==> src/rtl/iis_tdm_trans_recv.sv <==
// I2S / TDM master transceiver: derives sck/ws from mck, serialises CH-slot frames
// onto sdout and collects sdin into CH-slot frames, both sides with valid/ready.
module iis_tdm_trans_recv #(
    parameter int DW         = 24,
    parameter int SW         = 32,
    parameter int CH         = 2,
    parameter int MCK_TO_SCK = 8
) (
    input  logic             mck,
    input  logic             rst_n,
    input  logic             en,
    input  logic             fmt,
    output logic             sck,
    output logic             ws,
    output logic             sdout,
    input  logic             sdin,
    input  logic             tx_valid,
    output logic             tx_ready,
    input  logic [CH*DW-1:0] tx_data,
    output logic             rx_valid,
    input  logic             rx_ready,
    output logic [CH*DW-1:0] rx_data,
    output logic             tx_underrun,
    output logic             rx_overrun,
    output logic             frame_start
);
    localparam int FB  = CH * SW;
    localparam int BCW = $clog2(FB);
    localparam int SCW = $clog2(MCK_TO_SCK);
    localparam int DBW = CH * DW;
    localparam int IW  = $clog2(DBW);
    localparam logic [SCW-1:0] RISE_CNT = SCW'(MCK_TO_SCK / 2 - 1);
    localparam logic [SCW-1:0] FALL_CNT = SCW'(MCK_TO_SCK - 1);
    localparam logic [BCW-1:0] LAST_BIT = BCW'(FB - 1);
    localparam logic [BCW-1:0] SW_BIT   = BCW'(SW);

    // I2S runs one sck behind the frame counter, so bit_cnt 0 carries the previous frame's last bit
    function automatic logic [BCW-1:0] serial_pos(input logic [BCW-1:0] b, input logic lj);
        logic [BCW-1:0] p;
        if (lj) begin
            p = b;
        end else if (b == {BCW{1'b0}}) begin
            p = LAST_BIT;
        end else begin
            p = b - BCW'(1);
        end
        return p;
    endfunction

    function automatic logic pos_is_data(input logic [BCW-1:0] p);
        return (int'(p) % SW) < DW;
    endfunction

    function automatic logic [IW-1:0] pos_index(input logic [BCW-1:0] p);
        int s;
        int k;
        s = int'(p) / SW;
        k = int'(p) % SW;
        return IW'(s * DW + DW - 1 - k);
    endfunction

    function automatic logic ws_of(input logic [BCW-1:0] b);
        return (CH == 2) ? (b >= SW_BIT) : (b == {BCW{1'b0}});
    endfunction

    logic [SCW-1:0] r_sck_cnt;
    logic [BCW-1:0] r_bit_cnt;
    logic           r_first;
    logic           r_sck, r_ws, r_sdout, r_fmt, r_frame_start;
    logic [DBW-1:0] r_tx_buf, r_tx_frame;
    logic           r_tx_ready, r_tx_underrun;
    logic [DBW-1:0] r_rx_shift, r_rx_data;
    logic           r_rx_armed, r_rx_done, r_rx_valid, r_rx_overrun;

    logic           w_rise, w_fall, w_start, w_fmt_eff, w_tx_xfer;
    logic [BCW-1:0] w_bit_next, w_p_next, w_p_cur;
    logic [DBW-1:0] w_load, w_tx_src;

    // Tick decode, next serial position and TX source selection
    always_comb begin
        w_rise    = en && (r_sck_cnt == RISE_CNT);
        w_fall    = en && (r_sck_cnt == FALL_CNT);
        w_start   = w_fall && (r_first || (r_bit_cnt == LAST_BIT));
        if (r_first || (r_bit_cnt == LAST_BIT)) begin
            w_bit_next = {BCW{1'b0}};
        end else begin
            w_bit_next = r_bit_cnt + BCW'(1);
        end
        w_fmt_eff = w_start ? fmt : r_fmt;
        w_p_next  = serial_pos(w_bit_next, w_fmt_eff);
        w_p_cur   = serial_pos(r_bit_cnt, r_fmt);
        w_load    = r_tx_ready ? {DBW{1'b0}} : r_tx_buf;
        // LJ frame start needs the incoming frame now; I2S still emits the old frame's last bit
        w_tx_src  = (w_start && w_fmt_eff) ? w_load : r_tx_frame;
        w_tx_xfer = tx_valid && r_tx_ready;
    end

    // Clock generation, frame counter, ws and format latch
    always_ff @(posedge mck or negedge rst_n) begin
        if (!rst_n) begin
            r_sck_cnt     <= {SCW{1'b0}};
            r_bit_cnt     <= {BCW{1'b0}};
            r_first       <= 1'b1;
            r_sck         <= 1'b0;
            r_ws          <= 1'b0;
            r_frame_start <= 1'b0;
            r_fmt         <= 1'b1;
        end else if (!en) begin
            r_sck_cnt     <= {SCW{1'b0}};
            r_bit_cnt     <= {BCW{1'b0}};
            r_first       <= 1'b1;
            r_sck         <= 1'b0;
            r_ws          <= 1'b0;
            r_frame_start <= 1'b0;
        end else begin
            r_sck_cnt     <= w_fall ? {SCW{1'b0}} : r_sck_cnt + SCW'(1);
            r_frame_start <= w_start;
            if (w_rise) begin
                r_sck <= 1'b1;
            end else if (w_fall) begin
                r_sck <= 1'b0;
            end
            if (w_fall) begin
                r_bit_cnt <= w_bit_next;
                r_first   <= 1'b0;
                r_ws      <= ws_of(w_bit_next);
            end
            if (w_start) begin
                r_fmt <= fmt;
            end
        end
    end

    // TX buffer handshake, frame load and serial output
    always_ff @(posedge mck or negedge rst_n) begin
        if (!rst_n) begin
            r_tx_buf      <= {DBW{1'b0}};
            r_tx_ready    <= 1'b1;
            r_tx_frame    <= {DBW{1'b0}};
            r_tx_underrun <= 1'b0;
            r_sdout       <= 1'b0;
        end else begin
            r_tx_underrun <= w_start && r_tx_ready;
            if (w_tx_xfer) begin
                r_tx_buf   <= tx_data;
                r_tx_ready <= 1'b0;
            end else if (w_start) begin
                r_tx_ready <= 1'b1;
            end
            if (!en) begin
                r_tx_frame <= {DBW{1'b0}};
                r_sdout    <= 1'b0;
            end else begin
                if (w_start) begin
                    r_tx_frame <= w_load;
                end
                if (w_fall) begin
                    r_sdout <= pos_is_data(w_p_next) ? w_tx_src[pos_index(w_p_next)] : 1'b0;
                end
            end
        end
    end

    // RX sampling; a frame only completes if its first bit was captured after enable
    always_ff @(posedge mck or negedge rst_n) begin
        if (!rst_n) begin
            r_rx_shift <= {DBW{1'b0}};
            r_rx_armed <= 1'b0;
            r_rx_done  <= 1'b0;
        end else if (!en) begin
            r_rx_armed <= 1'b0;
            r_rx_done  <= 1'b0;
        end else begin
            r_rx_done <= w_rise && !r_first && r_rx_armed && (w_p_cur == LAST_BIT);
            if (w_rise && !r_first) begin
                if (pos_is_data(w_p_cur)) begin
                    r_rx_shift[pos_index(w_p_cur)] <= sdin;
                end
                if (w_p_cur == {BCW{1'b0}}) begin
                    r_rx_armed <= 1'b1;
                end else if (w_p_cur == LAST_BIT) begin
                    r_rx_armed <= 1'b0;
                end
            end
        end
    end

    // RX output register, valid handshake and overrun detection
    always_ff @(posedge mck or negedge rst_n) begin
        if (!rst_n) begin
            r_rx_data    <= {DBW{1'b0}};
            r_rx_valid   <= 1'b0;
            r_rx_overrun <= 1'b0;
        end else begin
            r_rx_overrun <= r_rx_done && r_rx_valid && !rx_ready;
            if (r_rx_done) begin
                r_rx_data  <= r_rx_shift;
                r_rx_valid <= 1'b1;
            end else if (r_rx_valid && rx_ready) begin
                r_rx_valid <= 1'b0;
            end
        end
    end

    assign sck         = r_sck;
    assign ws          = r_ws;
    assign sdout       = r_sdout;
    assign tx_ready    = r_tx_ready;
    assign rx_valid    = r_rx_valid;
    assign rx_data     = r_rx_data;
    assign tx_underrun = r_tx_underrun;
    assign rx_overrun  = r_rx_overrun;
    assign frame_start = r_frame_start;

endmodule

==> config.mk <==
export PLATFORM = sky130hd
export DESIGN_NAME = iis_tdm_trans_recv
export DESIGN_NICKNAME = d
export VERILOG_FILES = /design/src/rtl/iis_tdm_trans_recv.sv
export SDC_FILE = /design/constraint.sdc
export NUM_CORES = 1
export LEC_CHECK = 0
export CAP_MARGIN = 20
export CORE_UTILIZATION = 30
export DETAILED_ROUTE_END_ITERATION = 8
export PLACE_DENSITY_LB_ADDON = 0.08
export SYNTH_ARGS = -nofsm -noshare
export SYNTH_HDL_FRONTEND = slang
export SYNTH_SLANG_ARGS = --single-unit
==> constraint.sdc <==
create_clock -name mck -period 5.8 [get_ports mck]
set_clock_uncertainty 0.1 [all_clocks]
set_input_delay 1.45 -clock mck [delete_from_list [all_inputs] [get_ports mck]]
set_output_delay 1.45 -clock mck [all_outputs]
set_load 0.01 [all_outputs]
[After elaboration in Yosys (flattened, before gate mapping)]
Index checks and enable logic that the tools add are counted.
Storage, ports and cells
  input port bits: 55
  output and inout port bits: 56
  logic and storage cells: 106
  register bits: 213
Operators by class
  multiply operators: 2
  eq/ne operators: 9
  $add $sub $neg: 10
  $lt $le $gt $ge: 6
  multiplexer cells: 38
  reductions and logical operators: 23
Operator list (count)
  48-bit 2-to-1 mux: 4
  48-bit bitwise mux: 1
  6-bit 2-to-1 mux: 7
  6-bit by 1-bit subtractor with 6-bit output (second input constant): 4
  1-bit 2-to-1 mux: 22
  6-bit logical NOT: 3
  6-bit by 7-bit < comparator with 1-bit output (second input constant): 2
  1-bit logical AND: 13
  6-bit by 5-bit adder with 6-bit output (second input constant): 2
  6-bit equality test (second input constant): 2
  6-bit subtractor: 2
  5-bit < comparator (second input constant): 2
  6-bit by 1-bit adder with 6-bit output (second input constant): 1
  1-bit binary-select mux with 6-bit select: 1
  1-bit demux with 6-bit select: 1
  6-bit by 1-bit greater-or-equal comparator with 1-bit output (second input constant): 1
  6-bit greater-or-equal comparator (second input constant): 1
  1-bit by 2-bit multiplier with 3-bit output (second input constant): 2
  3-bit 2-to-1 mux: 2
  2-bit by 1-bit inequality test with 1-bit output (second input constant): 3
  3-bit by 1-bit inequality test with 1-bit output (second input constant): 2
  2-bit nonzero test: 2
  3-bit by 1-bit adder with 3-bit output (second input constant): 1
  3-bit by 2-bit equality test with 1-bit output (second input constant): 1
  other kinds (5): 6

[Longest topological paths before layout]
Gate-level depths: netlist (run 1).
  depth after elaboration: 15
  depth in mapped cells: 16
  mapped depth without buffers: 15

[Worst setup path before layout (run 1)]
OpenSTA, ideal clock, no wires.
  path type: input to register
  start point: in en
  end point: reg r_sdout (netlist: sdout)
  slack: 1.820 ns
  library setup time: 0.126 ns
  stages on the path: 13
  arrival: 3.754 ns
  required time: 5.574 ns
  buffers on the path: 0
  cell sequence: nand2_1 o221a_2 nor2_4 inv_2 a2111oi_0 a21o_2 xor2_1 ha_1 inv_1 o311ai_0 a211o_1 o2111a_1 a221o_1
On the way
  word-level cells in the longest chain between the ends: 13
  elaborated cells between the ends (all ways): 17
  classes of those cells: 3 x add/sub; 1 x mul; 1 x order compare; 1 x eq/ne; 8 x mux; 3 x reduce/logical
Ends and longest elaborated chain
  start, declared: line 11  | input logic en,
  1-bit logical AND: line 82  | w_fall = en && (r_sck_cnt == FALL_CNT);
  1-bit logical AND: line 83  | w_start = w_fall && (r_first || (r_bit_cnt == LAST_BIT));
  1-bit 2-to-1 mux
  6-bit 2-to-1 mux: line 40  | if (lj) begin
  1-bit by 2-bit multiplier with 3-bit output: line 59  | return IW'(s * DW + DW - 1 - k);
  6-bit by 5-bit adder with 6-bit output: line 59
  6-bit by 1-bit subtractor with 6-bit output: line 59
  6-bit subtractor: line 59
  1-bit binary-select mux with 6-bit select: line 158  | r_sdout <= pos_is_data(w_p_next) ? w_tx_src[pos_index(w_p_next)] : 1'b0;
  1-bit 2-to-1 mux (implied by the code): line 158
  1-bit 2-to-1 mux: line 158
  1-bit 2-to-1 mux: line 157  | if (w_fall) begin
  1-bit 2-to-1 mux: line 150  | if (!en) begin
  end signal, assigned: line 158
  end, declared: line 69  | logic r_sck, r_ws, r_sdout, r_fmt, r_frame_start;
Parallel ways exist; a longest one is shown, timed or not. The select of a mux whose other input is x is not followed.
A chain may end at the register's enable or synchronous reset.

[Final worst setup path (run 1)]
Same ends and word-level chain as after synthesis.

==> results of run 1 <==
-- layout by cell type, fill, tap and decap left out, types with 7 or more instances in the layout --
master,synthesis,layout
o21ai_0,13,13
a21oi_1,15,15
inv_1,17,17
ha_1,14,14
nor2b_1,13,13
mux2i_1,24,24
dfrtp_1,210,209
a22o_1,44,44
nand2_1,40,39
xnor2_1,9,9
clkdlybuf4s50_1,0,108
buf_4,1,11
nor2_1,49,48
nand3_1,27,27
mux2_2,150,150
nand4_1,7,7
clkbuf_16,0,27
a21boi_0,10,10
-- metal layers --
layer,global-route usage,vias to the layer above
met5,0,-
met4,0.03867,0
met3,0.02145,41
met2,0.2252,121
met1,0.2075,3177
li1,-,3096
-- power groups by stage --
stage | Clock (mW) | Sequential [mW] | Combinational (mW)
global placement | 0 | 1.82 | 0.402
finish | 1.61 | 1.80 | 0.399
global route | 1.74 | 1.82 | 0.447
floorplan | 0 | 1.76 | 0.288
CTS | 1.68 | 1.80 | 0.411
detailed placement | 0 | 1.83 | 0.410
-- logic make-up after synthesis --
| family | after synthesis | synth area share |
|---|---|---|
| AOI/OAI and AO/OA | 134 | 0.1068 |
| xor gates and xnor gates | 13 | 0.01157 |
| DFF | 213 | 0.5420 |
| and+or+nand+nor | 173 | 0.08633 |
| muxes | 180 | 0.2044 |
| buffers and inverters | 68 | 0.03102 |
| adders and majority gates | 14 | 0.01780 |
-- flip-flops by register name (all words and copies together), names as in the netlist --
name	count
frame_start	1
r_bit_cnt	6
r_rx_armed	1
r_tx_frame	48
r_rx_done	1
tx_ready	1
r_rx_shift	48
rx_overrun	1
rx_valid	1
tx_underrun	1
r_sck_cnt	3
r_first	1
r_tx_buf	48
r_fmt	1
ws	1
sck	1
sdout	1
rx_data	48
-- final timing paths --
path,depth (start not counted),slack [ns],startpoint,end
setup / recovery,14,1.41,en,sdout$_DFFE_PN0P_
hold / removal,1,0.35,r_sck_cnt[0]$_DFF_PN0_,r_sck_cnt[0]$_DFF_PN0_
setup reg to reg,13,1.54,r_bit_cnt[0]$_DFFE_PN0P_,sdout$_DFFE_PN0P_
hold reg to reg,1,0.35,r_sck_cnt[0]$_DFF_PN0_,r_sck_cnt[0]$_DFF_PN0_
max in group asynchronous,2,3.63,rst_n,r_tx_buf[21]$_DFFE_PN0P_
min in group asynchronous,1,0.80,rst_n,rx_overrun$_DFF_PN0_
-- through the flow --
stage	std cells	total power [mW]	worst slack (ns)	hold slack [ns]
2_1_floorplan	795	2.050	1.820	0.3090
3_3_place_gp	1304	2.224	0.9290	0.3331
3_5_place_dp	1304	2.236	0.8398	0.3331
4_1_cts	1348	3.891	1.402	0.3459
5_1_grt	1348	4.008	1.220	0.3743
6_report	1348	3.806	1.414	0.3473
-- final cells by class --
type / instances / area share
flip-flops and latches: 213 / 0.4368
repair buffers: 122 / 0.09853
inverters: 20 / 0.006146
multi-input cells: 514 / 0.3444
clock inverters: 7 / 0.007170
clock buffers: 37 / 0.06248
well taps: 435 / 0.04456
==> metrics.md, run 1 <==
| Metric | Value |
|---|---|
| Status | `completed` |
| H-tree Lvls | `1` |
| Post-CTS Resized | `0` |
| Startpoint types | `input pin` |
| Hold Buf Count CTS | `0` |
| Seq pwr share | `0.472` |
| Final period util | `0.7562` |
| Switching part of the total | `0.2417` |
| Yosys top cell area share | `0.5340` |
| Crit-path cells | `clkdlybuf4s50_1, nand2_1, o221a_2, nor2_4, inv_2, a2111oi_0, a21o_2, xor2_1, ha_1, inv_1, o311ai_0, a211o_1, o2111a_1, a221o_1` |
| Clock group share of total power | `0.423` |
| Syn-to-layout area delta | `24.13%` |
| Final WL | `~24,000 um` |
| # setup viols final | `0` |
| Met2 routed WL | `between 10,000 and 15,000 um` |
| CTS tree | `done` |
| Max FO, Critical Path | `8` |
| Leak Pwr | `approximately 5.5 nW` |
| Root buffer cell | `clkbuf_16` |
| Ant. Diodes | `0` |
| Pre-Repair DR Iteration Count | `4` |
| M1 WL | `between 10,000 and 15,000 um` |
| Synth Flop Type | `dfrtp_1` |
| Vias in the first global route | `6,550` |
| Slew Limit Headroom | `0.3528` |
| Worst EP required | `6.11 ns` |
| Starting Density | `0.3087` |
| Placed Instance Area | `between 0.01 and 0.015 mm^2` |
| Top post-synthesis cells by area | `dfrtp_1 53%, mux2_2 17%, a22o_1 3.9%` |
| Most numerous cell in the Yosys netlist | `dfrtp_1` |
| Crit end category | `flip-flop` |
| Later-pin clock latency in the skew report | `roughly 0.52 ns` |
| Drt drc | `0` |
| Area of the multi-input gates | `~0.0042 mm^2` |
| Synth Net Count | `864` |
| Seq/Total Area, Yosys | `0.5420` |
| YS warnings | `0` |
| Synthesized flop and latch total | `approximately 210` |
| Core Util, Final | `0.3832` |
| Ys async rst share | `1.000` |
| Clock sinks | `between 200 and 250` |
| First-pass GRT wire length | `about 38,000 um` |
| Deepest clock path buffer count | `3` |
| CTS Buf Count | `26` |
| Kind of critical path | `in2reg` |
| Fmax | `0.2280 GHz` |
| Die footprint | `0.03353 mm^2` |
| Worst-path clk slew | `about 0.060 ns` |
| Crit path DAT | `around 4.7 ns` |
| DRT antenna net count | `0` |
| Hpwl dp | `roughly 16,000 um` |
| Mapped cell area | `between 0.009 and 0.01 mm^2` |
| Share of cells above drive strength 1 | `0.2475` |
| Cell taking the most area after synthesis | `dfrtp_1` |
| Vias | `roughly 6,400` |
| Wire per inst | `about 17 um` |
| Avg Vias per Cell | `roughly 4.8` |
| Worst hold path class | `reg2reg` |
| DR iter-0 viols | `around 320` |
| Worst-margin pin slew | `just under 1 ns` |
| Comb power frac | `0.105` |
| Number of antenna violations at the first check in global routing | `0` |
| Worst vdd ir | `a little under 0.0002 V` |
| CP max-delay cell | `clkdlybuf4s50_1` |
| Die H | `about 180 um` |
| Grt ovf | `0` |
| Post-layout minimum cycle time | `between 4 and 5 ns` |
| Worst Path Buf+Inv | `3` |
| Slew Viols, Final | `0` |
| Port Buffer Count | `110` |
| Final hold vios | `0` |
| Final #Nets | `roughly 970` |
| Post-CTS Setup Bufs | `0` |
| Setup TNS | `0 ns` |
| Netlist cell types | `74` |
| WL met3 | `~840 um` |
| Cells after synthesis | `about 800` |
| Rows | `65` |
| Power Density | `311.6 mW/mm^2` |
| Net Sw Power | `between 0.9 and 1 mW` |
| Synth Area per Inst | `approximately 12 um^2` |
| DIE WIDTH | `roughly 180 um` |
| Largest net degree at the start of global routing | `between 100 and 150` |
| Worst stage delay on the critical path | `around 0.56 ns` |
| Number of top-level pins | `111` |
| Total track usage | `0.1442` |
| Max Used Layer | `met4` |
| Core box area | `0.03188 mm^2` |
| Fill count | `roughly 3,200` |
| Design area | `approximately 0.012 mm^2` |
| Number of max-cap violations | `0` |
| Internal Power | `2.886 mW` |
| Post-synth EDFFs | `0` |
| CP delay by family, top | `compound AO/OA/AOI/OAI gates` |
| Routability cong. | `about 0.82` |
| RSZ-0062 raised after global routing | `no` |
| Reg area | `approximately 0.0053 mm^2` |
| Most frequent cells after synthesis | `210 x dfrtp_1, 150 x mux2_2, 49 x nor2_1` |
No activity file was read; power rests on OpenSTA's default activity.
==> inputs of run 2 (changes only) <==
Clock period 5.8 ns to 4 ns, I/O delays scaled along.
==> run 2 against run 1 <==
Net effect:
- worst setup slack worse by 1.1 ns
- sequential share of layout area down 1.1 points
- total power rose by 46%
- clock-buffer cell count down 3
- cell count increased by 2.6%
- design area grew 2.6%
- sequential power is 45% higher
- global-route usage is 0.27 points higher
- first-iteration DRC count is 1.9% lower
- flip-flop and latch count unchanged
- die area is the same
- worst hold slack worse by 0.013 ns
- largest cell class unchanged
==> metrics.md, run 2 (synthesis gave the netlist of run 1 again) <==
| Metric | Value |
|---|---|
| Status | `completed` |
| Worst hold path class | `reg2reg` |
| Worst EP required | `4.32 ns (-1.79 ns)` |
| Worst-margin pin slew | `0.8247 ns (-0.1387 ns)` |
| DR iter-0 viols | `309 (-1.9%)` |
| Final hold vios | `0 (unchanged)` |
| Post-layout minimum cycle time | `approximately 3.7 ns` |
| Most frequent cells in the layout | `209 x dfrtp_1, 150 x mux2_2, 108 x clkdlybuf4s50_1` |
| Grt ovf | `0 (unchanged)` |
| Die footprint | `0.03353 mm^2 (unchanged)` |
| Power Density | `443.7 mW/mm^2 (+42%)` |
| Syn-to-layout area delta | `27.35%` |
| CTS Buf Count | `26 (unchanged)` |
| Deepest clock path buffer count | `3 (unchanged)` |
| Post-place setup slack | `-0.2314 ns (-1.071 ns)` |
| Reg area | `0.005335 mm^2 (unchanged)` |
| Max FO, Critical Path | `4 (-4)` |
| Setup TNS | `0 ns (unchanged)` |
| Fill count | `3,122 (-1.2%)` |
| Worst stage delay on the critical path | `0.54 ns (-0.02 ns)` |
| Worst vdd ir | `0.0003157 V (+61%)` |
| Area of the multi-input gates | `0.004213 mm^2 (+0.15%)` |
| Die H | `183.1 um (unchanged)` |
| Pre-Repair DR Iteration Count | `4 (unchanged)` |
| Clock sinks | `213 (unchanged)` |
| Clock group share of total power | `0.421 (-0.002)` |
| Share of cells above drive strength 1 | `0.2764 (+0.02884)` |
| Most common cell after layout, fill and taps aside | `dfrtp_1` |
| Routability cong. | `0.8070 (-1.1%)` |
| Wire per inst | `17.31 um (-0.85%)` |
| CTS tree | `done` |
| Comb power frac | `0.110 (+0.005)` |
| Crit-path cells | `clkdlybuf4s50_1, nand2_1, o221a_2, nor2_4, inv_2, a2111oi_0, a21o_2, xor2_1, ha_1, inv_1, o311ai_0, a211o_1, o2111a_1, a221o_1` |
| Worst-path clk slew | `0.07 ns (about the same)` |
| Internal Power | `4.200 mW (+46%)` |
| Vias in the first global route | `6,820 (+4.1%)` |
| Core box area | `0.03188 mm^2 (unchanged)` |
| Final worst-path setup slack | `0.3270 ns (-1.087 ns)` |
| Final period util | `0.9182` |
| Slew Limit Headroom | `0.4502 (+0.09742)` |
| # setup viols final | `0 (unchanged)` |
| CP max-delay cell | `clkdlybuf4s50_1` |
| Total track usage | `0.1468 (+0.002653)` |
| Switching part of the total | `0.2445 (+0.002811)` |
| Largest net degree at the start of global routing | `91 (-29%)` |
| Final #Nets | `1,004 (+3.9%)` |
| Final Power | `5.560 mW (+46%)` |
| Avg Vias per Cell | `4.748 (-0.55%)` |
| DRT antenna net count | `0 (unchanged)` |
| Crit path DAT | `3.99 ns (-0.70 ns)` |
| Slew Viols, Final | `0 (unchanged)` |
| Hpwl dp | `16,580 um (+6.1%)` |
| H-tree Lvls | `1 (unchanged)` |
| Kind of critical path | `in2reg` |
| Later-pin clock latency in the skew report | `0.53 ns (about the same)` |
| Worst Path Buf+Inv | `3 (unchanged)` |
| Startpoint types | `input pin` |
| Rows | `65 (unchanged)` |
| Post-CTS Setup Bufs | `0 (unchanged)` |
| Fmax | `0.2723 GHz` |
| Drt drc | `0 (unchanged)` |
| Number of antenna violations at the first check in global routing | `0 (unchanged)` |
| Vias | `6,566 (+2.0%)` |
| Port Buffer Count | `110 (unchanged)` |
| RSZ-0062 raised after global routing | `no` |
| Placed Instance Area | `0.01169 mm^2 (+2.8%)` |
| Crit end category | `flip-flop` |
| Seq pwr share | `0.469 (-0.003)` |
| Leak Pwr | `5.699 nW (+3.5%)` |
| Ant. Diodes | `0 (unchanged)` |
| Number of max-cap violations | `0 (unchanged)` |
| Root buffer cell | `clkbuf_16` |
| DIE WIDTH | `183.1 um (unchanged)` |
| First-pass GRT wire length | `39,350 um (+2.3%)` |
| Final WL | `23,940 um (+1.7%)` |
| Net Sw Power | `1.360 mW (+48%)` |
| Starting Density | `0.3087 (unchanged)` |
| Hold slack | `0.3345 ns (-0.01285 ns)` |
| Design area | `0.01253 mm^2 (+2.6%)` |
| Number of top-level pins | `111 (unchanged)` |
| CP delay by family, top | `compound AO/OA/AOI/OAI gates` |
==> run 2: final timing paths <==
kind / cells past startpoint / from / slack, ns / endpoint
setup / recovery: 14 / en / 0.33 / sdout$_DFFE_PN0P_
hold / removal: 1 / r_sck_cnt[0]$_DFF_PN0_ / 0.33 / r_sck_cnt[0]$_DFF_PN0_
setup reg to reg: 15 / r_bit_cnt[2]$_DFFE_PN0P_ / 0.35 / sdout$_DFFE_PN0P_
hold reg to reg: 1 / r_sck_cnt[0]$_DFF_PN0_ / 0.33 / r_sck_cnt[0]$_DFF_PN0_
max in group asynchronous: 2 / rst_n / 2.50 / tx_ready$_DFFE_PN1P_
min in group asynchronous: 1 / rst_n / 0.37 / rx_overrun$_DFF_PN0_
==> run 2: stage by stage <==
step	util	instances
final	0.3931	1383
after global routing	0.3931	1383
after global placement	0.3666	1342
after CTS	0.3929	1383
after floorplan	-	795
after detailed placement	0.3666	1342
==> run 2: metal layers <==
metal | vias up | track usage | wire, um
li1 | 3167 | - | -
met1 | 3245 | 0.2089 | 11640
met2 | 118 | 0.2335 | 10960
met3 | 36 | 0.02264 | 906
met4 | 0 | 0.03533 | 434
met5 | - | 0 | 0
==> run 2: layout make-up <==
type	count	area share
clock inverter	7	0.01018
sequential	213	0.4257
multi-input combinational	514	0.3362
inverter	20	0.005990
tap	435	0.04343
clock buffer	34	0.05671
timing repair buffer	160	0.1218
==> run 2: power groups by stage <==
stage | clock network (mW) | logic [mW] | registers [mW]
finish | 2.34 | 0.613 | 2.61
global route | 2.51 | 0.682 | 2.64
CTS | 2.43 | 0.627 | 2.61
detailed placement | 0 | 0.623 | 2.65
global placement | 0 | 0.612 | 2.65
floorplan | 0 | 0.417 | 2.56
==> run 2: timing repair <==
item	in CTS	in global routing
gates resized for setup	0	1
endpoints found under the setup margin	0	19
hold buffers	0	0
endpoints found under the hold margin	0	0
==> inputs of run 3 (changes only) <==
Settings changed: TNS_END_PERCENT from default to 100.
==> results of run 3 <==
Same layout as run 2: the final DEF is identical, and so are final timing and power.
